**config.mk**
```make
export PLATFORM = sky130hd
export DESIGN_NAME = button_debouncer
export DESIGN_NICKNAME = d
export VERILOG_FILES = /design/src/rtl/button_debouncer.sv
export SDC_FILE = /design/constraint.sdc
export NUM_CORES = 1
export LEC_CHECK = 0
export BUFFER_PORTS_ARGS = -buffer_cell sky130_fd_sc_hd__buf_2
export CAP_MARGIN = 20
export CELL_PAD_IN_SITES_DETAIL_PLACEMENT = 2
export CELL_PAD_IN_SITES_GLOBAL_PLACEMENT = 2
export CORE_MARGIN = 5
export CORE_UTILIZATION = 30
export CTS_CLUSTER_DIAMETER = 100
export CTS_CLUSTER_SIZE = 20
export DETAILED_ROUTE_END_ITERATION = 16
export PLACE_DENSITY_LB_ADDON = 0.1
export SYNTH_ARGS = -nofsm -noshare
export SYNTH_HDL_FRONTEND = slang
export SYNTH_SLANG_ARGS = --single-unit
```
**constraint.sdc**
```tcl
create_clock -name clk -period 5.18 [get_ports clk]
set_clock_uncertainty 0.2 [all_clocks]
set_input_delay 1.036 -clock clk [delete_from_list [all_inputs] [get_ports clk]]
set_output_delay 1.036 -clock clk [all_outputs]
set_load 0.02 [all_outputs]
```
**src/rtl/button_debouncer.sv**
```systemverilog
// ---------------------------------------------------------------------------
// button_debouncer
//
// Debounces a raw, asynchronous push-button input. The input is brought into
// the clk domain through a 2-flop synchronizer. A 4-state FSM then accepts a
// level change only after DEBOUNCE_CYCLES consecutive stable samples beyond
// the first differing one.
//
// Optional feature (compile-time macro BUTTON_REPEAT_EN):
//   While the button is held, rise_pulse also fires as an auto-repeat pulse.
//   The first repeat pulse comes REPEAT_DELAY cycles after the press pulse,
//   and later pulses come every REPEAT_PERIOD cycles. Without the macro,
//   REPEAT_DELAY and REPEAT_PERIOD have no effect.
//
// Parameters:
//   DEBOUNCE_CYCLES  stable samples needed to accept a change  (1..65535)
//   REPEAT_DELAY     held cycles before the first repeat pulse  (1..65535)
//   REPEAT_PERIOD    cycles between later repeat pulses         (1..65535)
//
// Ports:
//   clk         in   sole clock, rising-edge active
//   reset       in   synchronous, active-high reset
//   btn_raw     in   raw, asynchronous, bouncing button input
//   btn_level   out  debounced button level (registered)
//   rise_pulse  out  one-cycle press pulse, plus repeat pulses if enabled
//   fall_pulse  out  one-cycle release pulse
//   busy        out  high while a debounce qualification is in progress
// ---------------------------------------------------------------------------
module button_debouncer #(
  parameter int unsigned DEBOUNCE_CYCLES = 4,
  parameter int unsigned REPEAT_DELAY    = 10,
  parameter int unsigned REPEAT_PERIOD   = 5
) (
  input  logic clk,
  input  logic reset,
  input  logic btn_raw,
  output logic btn_level,
  output logic rise_pulse,
  output logic fall_pulse,
  output logic busy
);

  typedef enum logic [1:0] {
    IDLE_LOW  = 2'd0,
    WAIT_HIGH = 2'd1,
    HELD_HIGH = 2'd2,
    WAIT_LOW  = 2'd3
  } state_e;

  // cnt holds the last value before acceptance, so the compare uses N-1.
  localparam logic [15:0] DEB_LAST = 16'(DEBOUNCE_CYCLES - 1);

  logic        sync0_q, sync0_d;
  logic        sync1_q, sync1_d;
  state_e      state_q, state_d;
  logic [15:0] cnt_q, cnt_d;
  logic        btn_level_q, btn_level_d;
  logic        rise_pulse_q, rise_pulse_d;
  logic        fall_pulse_q, fall_pulse_d;
  logic        busy_q, busy_d;
  logic [15:0] cnt_inc;

`ifdef BUTTON_REPEAT_EN
  localparam logic [15:0] DELAY_LAST  = 16'(REPEAT_DELAY - 1);
  localparam logic [15:0] PERIOD_LAST = 16'(REPEAT_PERIOD - 1);
  // Set until the first repeat pulse fires, so the initial delay is used once.
  logic        first_rep_q, first_rep_d;
  logic [15:0] rep_last;
  assign rep_last = first_rep_q ? DELAY_LAST : PERIOD_LAST;
`else
  // The repeat timing parameters are intentionally unused in this build.
  logic unused_repeat_cfg;
  assign unused_repeat_cfg = ^{16'(REPEAT_DELAY), 16'(REPEAT_PERIOD)};
`endif

  // The counter saturates instead of wrapping, so a stuck state cannot alias.
  assign cnt_inc = (cnt_q == 16'hFFFF) ? cnt_q : (cnt_q + 16'd1);

  always_comb begin
    sync0_d      = btn_raw;
    sync1_d      = sync0_q;
    state_d      = state_q;
    cnt_d        = cnt_q;
    btn_level_d  = btn_level_q;
    rise_pulse_d = 1'b0;
    fall_pulse_d = 1'b0;
`ifdef BUTTON_REPEAT_EN
    first_rep_d  = first_rep_q;
`endif
    case (state_q)
      IDLE_LOW: begin
        if (sync1_q) begin
          state_d = WAIT_HIGH;
          cnt_d   = 16'd0;
        end else begin
          state_d = IDLE_LOW;
        end
      end
      WAIT_HIGH: begin
        if (!sync1_q) begin
          state_d = IDLE_LOW;          // bounce rejected, no pulse
        end else if (cnt_q == DEB_LAST) begin
          state_d      = HELD_HIGH;
          btn_level_d  = 1'b1;
          rise_pulse_d = 1'b1;
          cnt_d        = 16'd0;        // restart as the held-cycle counter
`ifdef BUTTON_REPEAT_EN
          first_rep_d  = 1'b1;
`endif
        end else begin
          cnt_d = cnt_inc;
        end
      end
      HELD_HIGH: begin
        if (!sync1_q) begin
          state_d = WAIT_LOW;
          cnt_d   = 16'd0;
        end else begin
`ifdef BUTTON_REPEAT_EN
          if (cnt_q == rep_last) begin
            rise_pulse_d = 1'b1;
            cnt_d        = 16'd0;
            first_rep_d  = 1'b0;
          end else begin
            cnt_d = cnt_inc;
          end
`else
          cnt_d = cnt_q;
`endif
        end
      end
      WAIT_LOW: begin
        if (sync1_q) begin
          // Bounce back to held: a later repeat waits a full period.
          state_d = HELD_HIGH;
          cnt_d   = 16'd0;
`ifdef BUTTON_REPEAT_EN
          first_rep_d = 1'b0;
`endif
        end else if (cnt_q == DEB_LAST) begin
          state_d      = IDLE_LOW;
          btn_level_d  = 1'b0;
          fall_pulse_d = 1'b1;
          cnt_d        = 16'd0;
        end else begin
          cnt_d = cnt_inc;
        end
      end
      default: begin
        state_d = IDLE_LOW;
        cnt_d   = 16'd0;
      end
    endcase
    // busy is registered, so it is derived from the next state.
    busy_d = (state_d == WAIT_HIGH) || (state_d == WAIT_LOW);
  end

  always_ff @(posedge clk) begin
    if (reset) begin
      sync0_q      <= 1'b0;
      sync1_q      <= 1'b0;
      state_q      <= IDLE_LOW;
      cnt_q        <= 16'd0;
      btn_level_q  <= 1'b0;
      rise_pulse_q <= 1'b0;
      fall_pulse_q <= 1'b0;
      busy_q       <= 1'b0;
`ifdef BUTTON_REPEAT_EN
      first_rep_q  <= 1'b0;
`endif
    end else begin
      sync0_q      <= sync0_d;
      sync1_q      <= sync1_d;
      state_q      <= state_d;
      cnt_q        <= cnt_d;
      btn_level_q  <= btn_level_d;
      rise_pulse_q <= rise_pulse_d;
      fall_pulse_q <= fall_pulse_d;
      busy_q       <= busy_d;
`ifdef BUTTON_REPEAT_EN
      first_rep_q  <= first_rep_d;
`endif
    end
  end

  assign btn_level  = btn_level_q;
  assign rise_pulse = rise_pulse_q;
  assign fall_pulse = fall_pulse_q;
  assign busy       = busy_q;

endmodule

```
======== Yosys cells after proc, flatten, opt, wreduce, memory -nomap -nowiden ========
Cells that the tools add are included.
storage, ports and cells
  input bits .............................. 3
  output and inout bits ................... 4
  register bits ........................... 24
cells by class
  bitwise gates (word level) .............. 3
  add/subtract/negate cells ............... 1
  multiplexer cells ....................... 20
  eq/ne operators ......................... 13
  reductions and logical operators ........ 7
operators by type and width
  cell                   number
  $mux 16                6
  $pmux 16 s4            1
  $add 16x1->16 const B  1
  $eq 16x16->1 const B   1
  $eq 16x2->1 const B    1
  $ne 2x2->1 const B     6
  $mux 2                 5
  $pmux 2 s4             1
  $eq 2x2->1 const B     3
  $mux 1                 6
  $reduce_or 3->1        2
  $reduce_and 5->1       1
  $eq 2x1->1 const B     2
  $not 1->1              3
  $reduce_and 3->1       1
  $logic_not 2->1        1
  $pmux 1 s2             1
  $reduce_bool 2->1      1
  $logic_or 1x1->1       1

======== Logic depth before layout (Yosys ltp) ========
  depth after elaboration ................. 6
  gate-level depth with buffers ........... 8
  mapped depth without buffers ............ 6

======== Worst setup path before layout ========
OpenSTA, ideal clock, no wires.
  kind .................................... register to register
  from .................................... reg cnt_q[0]
  to ...................................... reg cnt_q[0]
  arrival ................................. 1.561 ns
  setup time .............................. 0.117 ns
  cell stages (with the launch flop) ...... 9
  path slack .............................. 3.302 ns
  buffers on the path ..................... 2
  cell sequence ........................... dfxtp_1 ha_1 nor4b_1 and4_1 clkbuf_1 o2bb2ai_1 nand2_1 buf_2 nor2_1
between the ends
  word-level cells in the longest chain between the ends .. 5
  elaborated cells on any way between the ends .. 8
  those cells by class .................... 1 x add/sub; 2 x eq/ne; 5 x mux
RTL lines
  item                                           line      source
  start: declaration                             56        logic [15:0] cnt_q, cnt_d;
  start signal: assignment                       175       cnt_q <= cnt_d;
  $add 16x1->16 or $eq 16x16->1 (tied branches)  77        assign cnt_inc = (cnt_q == 16'hFFFF) ? cnt_q : (cnt_q + 16'd1);
  $mux 16                                        77
  $mux 16 *                                      102, 140
  $mux 16, on equally long branches              133, 100
  $pmux 16 s4 *                                  90        case (state_q)
Every way passes the cells marked *; elsewhere a longest branch is shown, timed or not. The select of a mux whose other input is x is not followed.
A chain may end at the register's enable or synchronous reset.

======== Worst setup path after layout ========
  from .................................... reg cnt_q[0]
  to ...................................... reg cnt_q[5]
The elaborated chain is that of the path after synthesis.

==> impl_metrics.tcl <==
set metrics [dict create \
    drc 0 \
    start_util 0.310 \
    syn_nets 136 \
    cts_buffers 3 \
    synthFlopType "dfxtp_1" \
    grt_max_degree 17 \
    fin_ws_ps 2890 \
    tightestPinTransition_ps 868 \
    async_flop_share 0 \
    power_w 0.000307 \
    grt_util_all_layers 0.125 \
    post-route-min-period_ps 2290 \
    vias_per_cell 5.19 \
    place_ws_ps 2880 \
    reg2reg_to "cnt_q[5]" \
    cts_setup_buffers 0 \
    cts.sinks 23 \
    grt_pass1_vias 1001 \
    worstHoldPathType "reg -> reg" \
    synth_top_area_share 0.409 \
    drive_gt1_frac 0.137 \
    synth-seq-cells 23 \
    core-area_um2 3630 \
    ios 7 \
    end_kind "register" \
    syn_area_um2 1120 \
    cts.hold.buffers_added 0 \
    syn_inst 132 \
    htree_levels 1 \
    layout_common_cells "dfxtp_1 (23), nor2_1 (15), nor3_1 (12)" \
    synth_compound_area_frac 0.0990 \
    cp_max_fo 9 \
    numPortBuffers 6 \
    synth_mux_area_frac 0.0100 \
    gp_congestion 0.746 \
    power.density_nw_per_um2 245 \
    tritoncts "built" \
    synth-simple-area-share 0.356 \
    ir_drop_v 0.0000832 \
    hold_depth 1 \
    routed_wl_um 2930 \
    clk_pin_slew_ps 80 \
    detail-route-antenna-nets 0 \
    tns_ps 0 \
    area_growth_pct 11.2 \
    layout_commonest_cell "dfxtp_1" \
    hpwl_um 2180 \
    cts.repair.resized 0 \
    crit_required_ps 5120 \
    syn_avg_cell_area_um2 8.52 \
    synth_top_area_cell "dfxtp_1" \
    fp.dieH_um 71.2 \
    ys_seq_area_frac 0.409 \
    ctsLongestPathBuffers 2 \
    hold_violations 0 \
    setup_violations 0 \
    rsz0062_at_grt "false" \
    diodes 0 \
    dr.pass1.iters 4 \
    synth_top_family_by_area "simple AND/OR/NAND/NOR gates" \
    die_area_um2 5070 \
    synth_enable_flop_cells 0 \
    hold_path_end "sync1_q" \
    cp.arrival_ps 2230 \
    die_w_um 71.2 \
    fmax_mhz 436 \
    root_buffer "clkbuf_8" \
    drt-wirelength-per-cell_um 15.7 \
    slew_violations 0 \
    clock_latency_ps 270 \
    synthTopCellsByArea "dfxtp_1 (41%), xnor2_1 (8.6%), nor3_1 (5.3%)" \
    criticalPathCategory "reg -> reg" \
    r2r_start "cnt_q[0]" \
    relSlewSlack 0.417 \
    ys.warnings.count 0 \
    status "completed" \
    antenna_found_initial 0 \
    synth_cell_types 35 \
    gr-total-overflow 0 \
    r2r_setup_slack_ps 2890 \
    grt_pass1_wl_um 5060 \
    critPathLaunchType "register" \
    nets 144 \
    period_share 0.443 \
    drv_cap 0 \
    vias 971 \
    synthAdderAreaFrac 0.0111 \
    p_leak_nw 0.388 \
    num_rows 22 \
    initialDrtViolationCount 43 \
    synthXorXnorAreaFrac 0.0857 \
    reg2reg_depth 6 \
    hold_start "sync0_q" \
]
[flip-flops by register name, summed over array words and instances (netlist names)]
signal,count
state_q,1
busy,1
sync0_q,1
fall_pulse,1
sync1_q,1
rise_pulse,1
btn_level,1
cnt_q,16
[final cells by class]
| class | count | area, um^2 |
|---|---|---|
| multi-input cells | 101 | 632 |
| clock buffers | 3 | 41.3 |
| inverters | 4 | 15.0 |
| clock inverters | 1 | 5.00 |
| fillers | 436 | 2380 |
| well taps | 48 | 60.1 |
| flip-flops and latches | 23 | 460 |
| repair buffers | 7 | 37.5 |
[metrics by stage]
| step | area (um^2) | hold slack (ps) | cells | utilization |
|---|---|---|---|---|
| 2_1_floorplan | 1120 | 214 | 132 | - |
| 5_1_grt | 1250 | 278 | 187 | 0.344 |
| 3_3_place_gp | 1200 | 233 | 183 | 0.332 |
| 3_5_place_dp | 1200 | 228 | 183 | 0.332 |
| 6_report | 1250 | 246 | 187 | 0.344 |
| 4_1_cts | 1250 | 255 | 187 | 0.344 |
[worst max path at each step]
stage | cells past startpoint | slack [ps] | endpoint | startpoint
after CTS | 6 | 2850 | cnt_q[5] | cnt_q[0]
final | 6 | 2890 | cnt_q[5] | cnt_q[0]
after floorplan | 8 | 3300 | cnt_q[0] | cnt_q[0]
after detailed placement | 6 | 2880 | cnt_q[5] | cnt_q[0]
after global placement | 4 | 2900 | cnt_q[12] | reset
after global routing | 6 | 2660 | cnt_q[5] | cnt_q[0]
[critical path, stage by stage, from the launching register on]
cell and delay (ps):
dfxtp_1 410, ha_1 240, nand3_2 210, nor4_2 710, nor4b_1 130, xnor2_1 200
nor2_1 70
[routing by layer]
| layer | wire [um] | vias to the layer above | global-route usage |
|---|---|---|---|
| met5 | 0 | - | 0 |
| met4 | 46 | 0 | 0.0438 |
| met3 | 65 | 5 | 0.0252 |
| met2 | 1340 | 7 | 0.186 |
| met1 | 1480 | 468 | 0.180 |
| li1 | - | 491 | - |
[report_power, final]
group          internal [W]  switching (W)
registers          0.000179     0.00000212
logic            0.00000437     0.00000911
clock network     0.0000538      0.0000585
[cells in the mapped netlist (3+ instances only)]
cell and instances:
xnor2_1 11, a21oi_1 5, dfxtp_1 23, nor4_1 8
nand3_1 3, nor2b_1 3, nand4_1 4, o21ai_0 5
nor3_1 12, nand2_1 9, nor2_1 15, inv_1 4
[cells by family (layout without fill, tap and decap cells)]
family / after synthesis / in the layout
compound gates: 18 / 18
xor+xnor: 11 / 11
fa+ha+maj: 1 / 1
buf+inv: 8 / 15
flops: 23 / 23
mux: 1 / 1
simple gates: 70 / 70
(Power assumes the default switching activity.)
